==> src/rtl/ecppll_seq_pkg.sv <==
// ecppll_seq_pkg
//   Shared definitions for the ECP5 PLL reset/lock sequencer:
//   - seq_state_e : sequencer states
//   - RETRY_W     : width of the saturating retry counter
//   - DEF_*       : default timing for the 25 MHz board oscillator
//   - max3()      : helper used to size the shared state counter
package ecppll_seq_pkg;

  typedef enum logic [2:0] {
    POR_HOLD  = 3'd0,
    WAIT_LOCK = 3'd1,
    STABLE    = 3'd2,
    RUN       = 3'd3,
    FAIL      = 3'd4
  } seq_state_e;

  localparam int RETRY_W = 8;

  // 25 MHz defaults: 10 ms lock timeout, ~41 us lock-stable window
  localparam int DEF_PLL_RST_CYCLES = 16;
  localparam int DEF_LOCK_TIMEOUT   = 250000;
  localparam int DEF_STABLE_CYCLES  = 1024;
  localparam int DEF_SYNC_STAGES    = 2;
  localparam int DEF_MAX_RETRIES    = 4;

  function automatic int max3(input int a, input int b, input int c);
    int m;
    m = (a > b) ? a : b;
    return (m > c) ? m : c;
  endfunction

endpackage

==> src/rtl/sync_bit.sv <==
// sync_bit
//   Multi-flop synchronizer for a single asynchronous level.
//   Ports:
//     clk - destination clock
//     clr - synchronous clear, forces every stage to 0
//     d   - asynchronous input
//     q   - synchronized output, STAGES cycles of latency
module sync_bit
  import ecppll_seq_pkg::*;
#(
  parameter int STAGES = DEF_SYNC_STAGES
) (
  input  logic clk,
  input  logic clr,
  input  logic d,
  output logic q
);

  logic [STAGES-1:0] ff;

  always_ff @(posedge clk) begin
    if (clr) ff <= '0;
    else     ff <= {ff[STAGES-2:0], d};
  end

  assign q = ff[STAGES-1];

endmodule

==> src/rtl/ecppll_reset_sequencer.sv <==
// ecppll_reset_sequencer
//   Drives the ECP5 PLL reset, watches its lock output and releases the SoC
//   reset once lock has been continuously stable. Runs on the free-running
//   board oscillator so it keeps sequencing while the PLL is unlocked.
//   Lock timeouts and lock loss trigger a fresh PLL reset pulse.
//
//   Optional: define ECPPLL_RETRY_LIMIT_EN to stop in FAIL (PLL held in reset)
//   once MAX_RETRIES lock timeouts have accumulated.
//
//   Ports:
//     input_clk     - 25 MHz oscillator, the only clock
//     reset         - synchronous active-high reset
//     locked        - PLL lock, asynchronous
//     ext_reset_req - synchronous level request to restart the sequence
//     pll_reset     - to PLL reset (1 = PLL held in reset)
//     soc_reset     - SoC reset request, active-high, input_clk domain
//     ready         - 1 only while running with a stable lock
//     retry_count   - saturating count of lock-timeout retries
//     lock_lost     - sticky: lock dropped while running
//     fail          - retry limit reached (always 0 without the option)
module ecppll_reset_sequencer
  import ecppll_seq_pkg::*;
#(
  parameter int PLL_RST_CYCLES = DEF_PLL_RST_CYCLES,
  parameter int LOCK_TIMEOUT   = DEF_LOCK_TIMEOUT,
  parameter int STABLE_CYCLES  = DEF_STABLE_CYCLES,
  parameter int SYNC_STAGES    = DEF_SYNC_STAGES,
  parameter int MAX_RETRIES    = DEF_MAX_RETRIES
) (
  input  logic               input_clk,
  input  logic               reset,
  input  logic               locked,
  input  logic               ext_reset_req,
  output logic               pll_reset,
  output logic               soc_reset,
  output logic               ready,
  output logic [RETRY_W-1:0] retry_count,
  output logic               lock_lost,
  output logic               fail
);

  localparam int CNT_W = $clog2(max3(PLL_RST_CYCLES, LOCK_TIMEOUT, STABLE_CYCLES)) + 1;

  localparam logic [CNT_W-1:0] POR_LAST    = CNT_W'(PLL_RST_CYCLES - 1);
  localparam logic [CNT_W-1:0] WAIT_LAST   = CNT_W'(LOCK_TIMEOUT - 1);
  localparam logic [CNT_W-1:0] STABLE_LAST = CNT_W'(STABLE_CYCLES - 1);

  if (PLL_RST_CYCLES < 1 || LOCK_TIMEOUT < 1 || STABLE_CYCLES < 1 ||
      SYNC_STAGES < 2 || MAX_RETRIES < 1) begin : g_param_chk
    $error("ecppll_reset_sequencer: parameter out of range");
  end

  seq_state_e         state, state_nx;
  logic [CNT_W-1:0]   cnt;
  logic               locked_s;
  logic               retry_inc;
  logic               lost_set;
  logic               cnt_clr;
  logic               cnt_run;
  logic               pll_rst_nx;
  logic [RETRY_W-1:0] retry_sat;

  // Lock history is discarded while the PLL is held in reset: its lock
  // output means nothing then, so every attempt starts from locked_s=0.
  sync_bit #(.STAGES(SYNC_STAGES)) u_lock_sync (
    .clk (input_clk),
    .clr (reset | pll_reset),
    .d   (locked),
    .q   (locked_s)
  );

  assign retry_sat = (retry_count == '1) ? retry_count : retry_count + 1'b1;

  always_comb begin
    state_nx  = state;
    retry_inc = 1'b0;
    lost_set  = 1'b0;
    unique case (state)
      POR_HOLD:  if (cnt == POR_LAST) state_nx = WAIT_LOCK;
      WAIT_LOCK: begin
        // lock seen in the timeout cycle wins over the retry
        if (locked_s) state_nx = STABLE;
        else if (cnt == WAIT_LAST) begin
          retry_inc = 1'b1;
          state_nx  = POR_HOLD;
`ifdef ECPPLL_RETRY_LIMIT_EN
          if (int'(retry_sat) >= MAX_RETRIES) state_nx = FAIL;
`endif
        end
      end
      STABLE: begin
        if (!locked_s)                state_nx = WAIT_LOCK;
        else if (cnt == STABLE_LAST)  state_nx = RUN;
      end
      RUN: begin
        if (!locked_s) begin
          state_nx = POR_HOLD;
          lost_set = 1'b1;
        end
      end
`ifdef ECPPLL_RETRY_LIMIT_EN
      FAIL: state_nx = FAIL;
`endif
      default: state_nx = POR_HOLD;
    endcase
    // External restart overrides lock loss and timeout bookkeeping
    if (ext_reset_req) begin
      state_nx  = POR_HOLD;
      retry_inc = 1'b0;
      lost_set  = 1'b0;
    end
  end

  assign cnt_clr = ext_reset_req || (state_nx != state);
  assign cnt_run = (state == POR_HOLD) || (state == WAIT_LOCK) || (state == STABLE);

`ifdef ECPPLL_RETRY_LIMIT_EN
  assign pll_rst_nx = (state_nx == POR_HOLD) || (state_nx == FAIL);
`else
  assign pll_rst_nx = (state_nx == POR_HOLD);
`endif

  // Outputs are registered from the next state so they line up with state.
  always_ff @(posedge input_clk) begin
    if (reset) begin
      state       <= POR_HOLD;
      cnt         <= '0;
      pll_reset   <= 1'b1;
      soc_reset   <= 1'b1;
      ready       <= 1'b0;
      retry_count <= '0;
      lock_lost   <= 1'b0;
      fail        <= 1'b0;
    end else begin
      state     <= state_nx;
      pll_reset <= pll_rst_nx;
      soc_reset <= (state_nx != RUN);
      ready     <= (state_nx == RUN);
      if (cnt_clr)      cnt <= '0;
      else if (cnt_run) cnt <= cnt + 1'b1;
      if (lost_set)     lock_lost <= 1'b1;
`ifdef ECPPLL_RETRY_LIMIT_EN
      if (ext_reset_req)  retry_count <= '0;
      else if (retry_inc) retry_count <= retry_sat;
      fail <= (state_nx == FAIL);
`else
      if (retry_inc) retry_count <= retry_sat;
      fail <= 1'b0;
`endif
    end
  end

endmodule

==> config.mk <==
export PLATFORM = sky130hd
export DESIGN_NAME = ecppll_reset_sequencer
export DESIGN_NICKNAME = d
export VERILOG_FILES = /design/src/rtl/ecppll_seq_pkg.sv /design/src/rtl/sync_bit.sv /design/src/rtl/ecppll_reset_sequencer.sv
export SDC_FILE = /design/constraint.sdc
export NUM_CORES = 1
export LEC_CHECK = 0
export ABC_CLOCK_PERIOD_IN_PS = 3000
export BUFFER_PORTS_ARGS = -buffer_cell sky130_fd_sc_hd__buf_2
export CORE_ASPECT_RATIO = 1.4
export CORE_MARGIN = 2
export CORE_UTILIZATION = 30
export CTS_BUF_LIST = sky130_fd_sc_hd__clkbuf_8
export CTS_CLUSTER_DIAMETER = 40
export DETAILED_ROUTE_END_ITERATION = 12
export GPL_ROUTABILITY_DRIVEN = 0
export PLACE_DENSITY_LB_ADDON = 0.1
export SLEW_MARGIN = 20
export SYNTH_ARGS = -nofsm -noshare
export SYNTH_HDL_FRONTEND = slang
export SYNTH_SLANG_ARGS = --single-unit
==> constraint.sdc <==
create_clock -name input_clk -period 3 [get_ports input_clk]
set_input_delay 0.15 -clock input_clk [delete_from_list [all_inputs] [get_ports input_clk]]
set_output_delay 0.15 -clock input_clk [all_outputs]
set_load 0.005 [all_outputs]
; Word-level counts from Yosys, hierarchy flattened
; Index checks and enable logic that the tools add are counted.
[totals]
latch_bits = 0
register_bits = 36
in_bits = 4
ram_bits = 0
rom_bits = 0
memories = 0
[classes]
n_addsub = 2
div = 0
bitwise = 2
mul = 0
magnitude_cmp = 0
reduce_logical = 7
n_shift = 0
eq_ne = 10
muxes = 15
[ops]
columns = cell, count
row1 = $mux W3, 7
row2 = $add A19 B1 Y19 const B, 1
row3 = $eq A19 B10 Y1 const B, 1
row4 = $eq A19 B18 Y1 const B, 1
row5 = $eq A19 B4 Y1 const B, 1
row6 = $pmux W3 S4, 1
row7 = $eq A3 B2 Y1 const B, 3
row8 = $add A8 B1 Y8 const B, 1
row9 = $eq A8 B8 Y1 const B, 1
row10 = $mux W1, 7
row11 = $logic_not A3 Y1, 2
row12 = $eq A3 B1 Y1 const B, 1
row13 = $logic_or A1 B1 Y1, 3
row14 = $ne A3 B2 Y1 const B, 1
row15 = $ne A3 B3 Y1, 1
row16 = $reduce_and A2 Y1, 1
row17 = $reduce_or A2 Y1, 1
row18 = $not A1 Y1, 1
row19 = $or A1 B1 Y1, 1

; Longest topological paths before layout
; Gate-level depths: netlist (run 1).
[depth]
depth_word = 8
ltp_mapped = 8
ltp_nobuf = 6

; Hierarchy
; A second synthesis (run 1) with hierarchy kept.
[unflattened]
cells_unflattened = 192
hier_area_um2 = 1762.9
[modules_own_cells]
columns = module, area_per_inst_um2, cells_per_inst, n_inst, seq_area_each_um2
row1 = ecppll_reset_sequencer, 1710.4, 188, 1, 680.7
row2 = sync_bit, 52.6, 4, 1, 40.0

; Least setup slack after synthesis (run 1)
; Ideal clock, no wire load.
[synth_path]
kind = input-to-reg
start = input cnt[0]
end = register cnt[0]
cell_stages = 9
t_required_ps = 2933
path_slack_ps = 929
arrival_time_ps = 2004
setup_time_ps = 67
path_cell_list = dfxtp_1 -> ha_1 -> and2_0 -> and4_1 -> and3_1 -> or4_1 -> buf_6 -> buf_12 -> a21oi_4
[synth_via]
elab_chain_cells = 8
word_cells_on_any_way = 14
cone_classes = add/sub (1) / eq/ne (4) / mux (7) / reduce/logical (2)
[synth_rtl]
columns = item, line_no
row1 = start: declaration, ecppll_reset_sequencer.sv:54  ; logic [CNT_W-1:0] cnt;
row2 = $eq A19 B10 Y1 / $eq A19 B18 Y1 (equally long branches), "ecppll_reset_sequencer.sv:93, ecppll_reset_sequencer.sv:83"
row3 = $mux W3 (on tied branches), "ecppll_reset_sequencer.sv:93, ecppll_reset_sequencer.sv:83"
row4 = $mux W3 (on tied branches), "ecppll_reset_sequencer.sv:92, ecppll_reset_sequencer.sv:82"
row5 = $pmux W3 S4, ecppll_reset_sequencer.sv:78  ; unique case (state)
row6 = $mux W3, ecppll_reset_sequencer.sv:107  ; if (ext_reset_req) begin
row7 = $ne A3 B3 Y1, ecppll_reset_sequencer.sv:114  ; assign cnt_clr = ext_reset_req || (state_nx != state);
row8 = $logic_or A1 B1 Y1, ecppll_reset_sequencer.sv:114
row9 = $reduce_or A2 Y1 (no line), n/a
; Several ways; a longest one is shown, not always the timed one.
; A chain may end at the register's enable or synchronous reset.

; Final worst setup path (run 1)
[layout_path]
start = input cnt[0]
end = register retry_count[5]
[layout_via]
elab_chain_cells = 6
[layout_rtl]
columns = item, line_no
row1 = $eq A19 B18 Y1, ecppll_reset_sequencer.sv:83  ; else if (cnt == WAIT_LAST) begin
row2 = $mux W1, ecppll_reset_sequencer.sv:83
row3 = $mux W1, ecppll_reset_sequencer.sv:82  ; if (locked_s) state_nx = STABLE;
row4 = $mux W1, ecppll_reset_sequencer.sv:78
row5 = $mux W1, ecppll_reset_sequencer.sv:107
row6 = $reduce_and A2 Y1 (no line), n/a
row7 = end signal: assignment, ecppll_reset_sequencer.sv:147  ; if (retry_inc) retry_count <= retry_sat;
row8 = end: declaration, ecppll_reset_sequencer.sv:37  ; output logic [RETRY_W-1:0] retry_count,
; No other way between the ends.

==> summary.md, run 1 <==
| Metric | Value |
|---|---|
| Number of H-tree levels | `2` |
| Number of distinct library cells after synthesis | `45` |
| Chain of cells forming the critical path | `ha_1 > and2_0 > nand4_2 > nor4_1 > and3_1 > mux2_2` |
| Quantity of I/O buffers inserted on ports | `15` |
| Power per unit of standard cell area | `473 nW/um^2` |
| Slack of the worst reg-to-reg path | `0.70 ns` |
| Slew Limit Fails | `0` |
| Number of cell instances on the worst register-to-register path | `6` |
| Skew-Pair Late Insertion Delay | `0.28 ns` |
| Area after DPL | `1900 um^2` |
| Pre-CTS setup slack | `0.690 ns` |
| Post-cts repair resize count | `0` |
| Startpoint class of the critical path | `register` |
| Largest driver fanout on the critical path | `6` |
| Total Neg Setup Slack | `0 ns` |
| Clock-pin slew on the worst setup and hold paths | `0.07 ns` |
| Combined global-route utilization of all metal layers | `12.6%` |
| Number of filler cells placed in the layout | `616` |
| Largest delay contributor family on the critical path | `simple AND/OR/NAND/NOR gates` |
| Total overflow reported by the global router | `0` |
| Hold path startpoint | `locked` |
| Initial antenna violation count | `0` |
| Crit path arrival time | `2.47 ns` |
| TritonCTS clock tree | `done` |
| Number of global-route vias before repair | `1,348` |
| Cell area after technology mapping | `1790 um^2` |
| Half-perimeter wire length after placement | `2930 um` |
| Vias per cell | `4.99` |
| DIE WIDTH | `69.4 um` |
| Share of layout cells above drive strength 1 | `21.4%` |
| CTS Buffer Depth | `2` |
| Mapped Cells | `194` |
| Critical path data required time | `3.17 ns` |
| Standard-cell row count | `33` |
| Number of sinks on the clock net | `36` |
| Minimum clock period after layout | `2.30 ns` |
| Non-filler instance count after layout | `280` |
| Portion of the post-synthesis area used by sequential elements | `40.2%` |
| Leakage | `0.670 nW` |
| Overall power consumption | `0.000962 W` |
| Worst Hold End | `u_lock_sync.ff[0]` |
| Core area | `5820 um^2` |
| Final clock period utilization by the worst path | `76.6%` |
| Worst Setup End Kind | `register` |
| Starting density of the core | `30.8%` |
| Count of antenna-violating nets left after detailed routing | `0` |
| Final WL | `3800 um` |
| Routed length per placed instance | `13.6 um` |
| Final Hold Vio Count | `0` |
| Number of nets in the layout | `215` |
| Relative slew margins | `66.7%` |
| Fmax | `0.435 GHz` |
| Final worst setup slack | `0.701 ns` |
| Path category of the worst min-delay check | `input port to register` |
| Crit Path Class | `register to register` |
| Number of design rule violations left after detail routing | `0` |
| Hold buffer count at cts | `0` |
| Synthesized area per cell | `9.25 um^2` |
| Number of warning messages in the yosys log | `0` |
| Largest incremental delay on the critical path | `0.53 ns` |
| Cell depth of the worst hold path | `2` |
| Routed vias | `1,397` |
| Launch point of the worst reg-to-reg path | `cnt[0]` |
| Clk root buf | `sky130_fd_sc_hd__clkbuf_8` |
| Maxcap violations | `0` |
| Drt first pass iters | `4` |
| Dpl cells | `272` |
| DRT iter0 DRCs | `28` |
| Wire length of the first global-routing pass | `6530 um` |
| Cell area after layout | `2030 um^2` |
| Area of the die | `6620 um^2` |
| Top flip-flop cell by instance count after synthesis | `sky130_fd_sc_hd__dfxtp_1` |
| Worst Clk Skew | `0.00581 ns` |
| Transition time at the pin with the least slew margin | `0.495 ns` |
| IO Pins | `17` |
| Area of all sequential standard cells | `721 um^2` |
| Post-CTS Setup Bufs | `0` |
| Slowest cell on crit path | `sky130_fd_sc_hd__nor4_1` |
| Number of buffers inserted during clock tree synthesis | `5` |
| Async set-reset flop share out of synthesis | `0%` |
| Peak supply drop | `0.235 mV` |
| Count of final setup violators | `0` |
| # diodes | `0` |
| Unrepaired setup endpoints after global routing | `no` |
| Post-synth EDFFs | `0` |
| Worst Path Buf+Inv | `0` |
| Pin count of the biggest net entering global routing | `20` |
| Multi-input combinational cell area | `983 um^2` |
| Area delta synth->final | `13.2%` |
| Vertical extent of the die | `95.5 um` |
| Post-synthesis sequential element count | `36` |
| Status | `finished, final reports clean` |
| Capture point of the worst reg-to-reg path | `retry_count[5]` |
[logic make-up after synthesis]
kind of cell | after synthesis | synth area share (%)
flops | 36 | 40.2
buf+inv | 16 | 5.23
other cells | 1 | 0.209
xor+xnor | 23 | 11.2
fa+ha+maj | 2 | 1.39
mux | 5 | 2.93
simple gates | 79 | 25.5
compound gates | 32 | 13.4
[where the power goes]
part	switching [W]	total [W]	internal, W
combinational	0.0000131	0.0000190	0.00000596
sequential	0.00000192	0.000481	0.000479
clock	0.000169	0.000462	0.000293
total	0.000184	0.000962	0.000778
[flip-flops by register name, summed over array words and instances, names as in the netlist]
register,count
lock_lost,1
retry_count,8
soc_reset,1
state,3
cnt,19
ready,1
pll_reset,1
u_lock_sync.ff,2
[layout make-up]
| class | count | share of cell area [%] |
|---|---|---|
| Tap cell | 70 | 4.31 |
| Clock inverter | 1 | 1.48 |
| Timing Repair Buffer | 17 | 4.44 |
| Multi-Input combinational cell | 143 | 48.4 |
| Clock buffer | 7 | 4.74 |
| Sequential cell | 36 | 35.5 |
| Inverter | 6 | 1.11 |
[per-stage QoR]
stage               util, %  hold slack [ns]
CTS                    34.9            0.119
floorplan                 -            0.317
finish                 34.9            0.126
global placement       32.7            0.425
detailed placement     32.7            0.424
global route           34.9            0.112
[layer usage]
| layer | wire (um) | global-route usage (%) | vias up |
|---|---|---|---|
| li1 | - | - | 716 |
| met1 | 1610 | 13.4 | 662 |
| met2 | 2020 | 23.2 | 14 |
| met3 | 107 | 2.96 | 5 |
| met4 | 74 | 6.37 | 0 |
| met5 | 0 | 0 | - |
[worst register-to-register path, delay by kind of cell (launching register included)]
kind | cells | cell delay (ns)
AND/OR/NAND/NOR | 4 | 1.31
flip-flops | 1 | 0.36
multiplexers | 1 | 0.34
adder cells (fa/ha/maj) | 1 | 0.17
[worst max path at each step]
stage / start / end / slack (ns) / cells past startpoint
after floorplan: cnt[0] / cnt[0] / 0.93 / 8
after global placement: cnt[0] / cnt[17] / 0.76 / 7
after detailed placement: cnt[0] / retry_count[5] / 0.69 / 6
after CTS: cnt[0] / retry_count[5] / 0.68 / 6
after global routing: cnt[0] / retry_count[5] / 0.46 / 6
final: cnt[0] / retry_count[5] / 0.70 / 6
[cells in the final DEF, fill, tap and decap left out, types with 2 or more instances in the layout]
master / Yosys / final
sky130_fd_sc_hd__a21oi_1: 12 / 12
sky130_fd_sc_hd__dfxtp_1: 36 / 36
sky130_fd_sc_hd__and3_1: 5 / 5
sky130_fd_sc_hd__nor3_1: 4 / 4
sky130_fd_sc_hd__nand2_1: 10 / 10
sky130_fd_sc_hd__clkbuf_8: 0 / 7
sky130_fd_sc_hd__nor4_1: 7 / 7
sky130_fd_sc_hd__buf_4: 2 / 2
sky130_fd_sc_hd__mux2i_1: 3 / 3
sky130_fd_sc_hd__or3_1: 2 / 2
sky130_fd_sc_hd__xor2_1: 9 / 9
sky130_fd_sc_hd__a21oi_2: 10 / 10
sky130_fd_sc_hd__nand3_1: 10 / 10
sky130_fd_sc_hd__and2_0: 2 / 2
sky130_fd_sc_hd__xnor2_1: 14 / 14
sky130_fd_sc_hd__inv_1: 6 / 6
sky130_fd_sc_hd__conb_1: 1 / 2
sky130_fd_sc_hd__nor2_1: 16 / 16
sky130_fd_sc_hd__and4_2: 2 / 2
sky130_fd_sc_hd__nor3b_1: 4 / 4
sky130_fd_sc_hd__and4_1: 2 / 2
sky130_fd_sc_hd__nand4_1: 5 / 5
sky130_fd_sc_hd__ha_1: 2 / 2
sky130_fd_sc_hd__mux2_2: 2 / 2
sky130_fd_sc_hd__buf_2: 2 / 15
sky130_fd_sc_hd__nor2b_1: 3 / 3
[cells in the mapped netlist, types with 2 or more instances]
master,instances,area (um^2)
sky130_fd_sc_hd__buf_2,2,10.0
sky130_fd_sc_hd__nor2b_1,3,18.8
sky130_fd_sc_hd__a21oi_1,12,60.1
sky130_fd_sc_hd__mux2_2,2,22.5
sky130_fd_sc_hd__and4_2,2,20.0
sky130_fd_sc_hd__ha_1,2,25.0
sky130_fd_sc_hd__inv_1,6,22.5
sky130_fd_sc_hd__nand2_1,10,37.5
sky130_fd_sc_hd__xnor2_1,14,123
sky130_fd_sc_hd__xor2_1,9,78.8
sky130_fd_sc_hd__dfxtp_1,36,721
sky130_fd_sc_hd__nor3b_1,4,30.0
sky130_fd_sc_hd__and3_1,5,31.3
sky130_fd_sc_hd__mux2i_1,3,30.0
sky130_fd_sc_hd__nor3_1,4,20.0
sky130_fd_sc_hd__and2_0,2,12.5
sky130_fd_sc_hd__nor2_1,16,60.1
sky130_fd_sc_hd__clkbuf_1,4,15.0
sky130_fd_sc_hd__nand3_1,10,50.1
sky130_fd_sc_hd__and4_1,2,17.5
sky130_fd_sc_hd__buf_4,2,15.0
sky130_fd_sc_hd__nor4_1,7,43.8
sky130_fd_sc_hd__or3_1,2,12.5
sky130_fd_sc_hd__nand4_1,5,31.3
sky130_fd_sc_hd__a21oi_2,10,87.6
Note: power is estimated with default switching activity, not from simulation.
==> run 2: changes to the inputs <==
Settings changed: ABC_CLOCK_PERIOD_IN_PS 3000 to 2100.
Clock period 3 ns to 2.1 ns, I/O delays scaled along.
==> summary.md, run 2 (synthesized netlist as in run 1, its figures left out) <==
| Metric | Value |
|---|---|
| Worst Setup End Kind | `register` |
| Switching share of total power | `20.6% (+1.5 points)` |
| Worst Clk Skew | `0.00334 ns (-0.00246 ns)` |
| Vias per cell | `4.93 (-1.1%)` |
| Overall power consumption | `0.00133 W (+38%)` |
| Smallest hold slack | `0.0863 ns (-0.0398 ns)` |
| # diodes | `0 (unchanged)` |
| Number of design rule violations left after detail routing | `0 (unchanged)` |
| Pint | `0.00105 W (+35%)` |
| Standard-cell row count | `33 (unchanged)` |
| Leakage | `0.840 nW (+25%)` |
| Flip-flop count of the largest register after layout | `19 (unchanged)` |
| Initial antenna violation count | `0 (unchanged)` |
| Hold buffer count at cts | `0 (unchanged)` |
| Routed vias | `1,515 (+8.4%)` |
| Status | `finished, final reports clean` |
| Core area | `5820 um^2 (unchanged)` |
| Crit Path Class | `register to register` |
| Fmax | `0.495 GHz (+14%)` |
| Power per unit of standard cell area | `567 nW/um^2 (+20%)` |
| Final Hold Vio Count | `0 (unchanged)` |
| Largest delay contributor family on the critical path | `simple AND/OR/NAND/NOR gates` |
| Chain of cells forming the critical path | `ha_1 > and2_4 > and4_1 > and3_1 > or4_4 > clkbuf_16 > a21oi_2` |
| Registers with the most flip-flops | `cnt: 19 flops, retry_count: 8 flops, state: 3 flops` |
| Slowest cell on crit path | `sky130_fd_sc_hd__or4_4` |
| Largest incremental delay on the critical path | `0.59 ns (+0.06 ns)` |
| Area of the die | `6620 um^2 (unchanged)` |
| Crit path arrival time | `2.23 ns (-0.24 ns)` |
| Clk root buf | `sky130_fd_sc_hd__clkbuf_8` |
| Clock network fraction of total power | `45.2% (-2.8 points)` |
| Clock-pin slew on the worst setup and hold paths | `0.07 ns (about the same)` |
| Dpl cells | `297 (+9.2%)` |
| TritonCTS clock tree | `done` |
| Wire length of the first global-routing pass | `7040 um (+7.8%)` |
| Register with the most flip-flops | `cnt` |
| Routed length per placed instance | `14.1 um (+3.8%)` |
| Number of filler cells placed in the layout | `576 (-6.5%)` |
| Switch Pwr | `0.000274 W (+49%)` |
| Critical path data required time | `2.32 ns (-0.85 ns)` |
| Share of layout cells above drive strength 1 | `36.7% (+15 points)` |
| Vertical extent of the die | `95.5 um (unchanged)` |
| Final clock period utilization by the worst path | `96.2% (+20 points)` |
| Area delta synth->final | `30.5%` |
| Maxcap violations | `0 (unchanged)` |
| Count of antenna-violating nets left after detailed routing | `0 (unchanged)` |
| Number of buffers inserted during clock tree synthesis | `5 (unchanged)` |
| Path category of the worst min-delay check | `input port to register` |
| Number of nets in the layout | `242 (+13%)` |
| Starting density of the core | `30.8% (unchanged)` |
| CTS Buffer Depth | `2 (unchanged)` |
| Number of sinks on the clock net | `36 (unchanged)` |
| Highest-count cells in the layout ignoring fill and taps | `30 x sky130_fd_sc_hd__dfxtp_1, 25 x sky130_fd_sc_hd__buf_4, 16 x sky130_fd_sc_hd__nor2_1, 15 x sky130_fd_sc_hd__buf_2, 14 x sky130_fd_sc_hd__xnor2_1` |
| Number of global-route vias before repair | `1,524 (+13%)` |
| Worst Path Buf+Inv | `1 (+1)` |
| IO Pins | `17 (unchanged)` |
| Total overflow reported by the global router | `0 (unchanged)` |
| Minimum clock period after layout | `2.02 ns (-0.279 ns)` |
| Combined global-route utilization of all metal layers | `13.5% (+0.93 points)` |
| Drt first pass iters | `4 (unchanged)` |
| Most common cell after layout, fill and taps aside | `sky130_fd_sc_hd__dfxtp_1` |
| Skew-Pair Late Insertion Delay | `0.28 ns (about the same)` |
| DRT iter0 DRCs | `48 (+71%)` |
| Number of H-tree levels | `2 (unchanged)` |
| Sequential share of power | `51.8% (+1.8 points)` |
| Quantity of I/O buffers inserted on ports | `15 (unchanged)` |
| Startpoint class of the critical path | `register` |
| Largest driver fanout on the critical path | `5 (-1)` |
| Pin count of the biggest net entering global routing | `20 (unchanged)` |
| Relative contribution of combinational cells to total power | `3.0% (+1.0 points)` |
| Non-filler instance count after layout | `307 (+9.6%)` |
| Total Neg Setup Slack | `0 ns (unchanged)` |
| Peak supply drop | `0.426 mV (+81%)` |
| Count of final setup violators | `0 (unchanged)` |
| Slew Limit Fails | `0 (unchanged)` |
| Final WL | `4330 um (+14%)` |
| DIE WIDTH | `69.4 um (unchanged)` |
| Half-perimeter wire length after placement | `3310 um (+13%)` |
## run 2: repair_timing
action / 4_1_cts / 5_1_grt
pin swaps: 0 / 2
setup endpoints to repair: 19 / 22
gates resized for setup: 2 / 25
setup buffers: 0 / 1
cloned: 0 / 1
## run 2: cell type report
| cell class | instances | area [um^2] | area share, % |
|---|---|---|---|
| inverter | 6 | 22.5 | 0.962 |
| timing repair buffer | 44 | 343 | 14.6 |
| clock inverter | 3 | 42.5 | 1.82 |
| multi-input combinational | 143 | 1050 | 44.8 |
| clock buffer | 5 | 68.8 | 2.94 |
| sequential | 36 | 728 | 31.1 |
| tap | 70 | 87.6 | 3.74 |
## run 2: stage by stage
stage	util, %	instance area (um^2)	setup WS (ns)
2_1_floorplan	-	1800	0.0289
3_3_place_gp	36.1	2100	0.0222
3_5_place_dp	36.1	2100	-0.0367
4_1_cts	38.2	2220	-0.0119
5_1_grt	40.2	2340	-0.00364
6_report	40.2	2340	0.0806
## run 2: power by group through the flow
stage | logic (W) | registers, W | clock network (W)
floorplan | 0.0000264 | 0.000700 | 0
global placement | 0.0000307 | 0.000702 | 0
detailed placement | 0.0000314 | 0.000703 | 0
CTS | 0.0000316 | 0.000686 | 0.000621
global route | 0.0000431 | 0.000687 | 0.000660
finish | 0.0000399 | 0.000687 | 0.000600
## run 2: worst register-to-register path: cells and delay by family (launching register included)
| kind | cells | cell delay (ns) |
|---|---|---|
| compound gates | 1 | 0.11 |
| fa+ha+maj | 1 | 0.21 |
| buf+inv | 1 | 0.19 |
| flops | 1 | 0.33 |
| simple gates | 4 | 1.12 |
## run 2: worst paths after layout
check                           startpoint                end  slack, ns  cells past startpoint
worst max-delay path                cnt[0]            cnt[16]       0.08                      7
worst min register to register   pll_reset  u_lock_sync.ff[1]       0.44                      1
worst max register to register      cnt[0]            cnt[16]       0.08                      7
worst min-delay path                locked  u_lock_sync.ff[0]       0.09                      2
## run 2: layer usage
layer	part of all wire [%]	vias to the layer above	wire, um	GRT usage, %
met4	1.3	0	58	5.07
met5	0	-	0	0
met2	54	20	2350	26.9
met1	41	715	1800	13.7
met3	2.8	6	121	2.75
li1	-	774	-	-
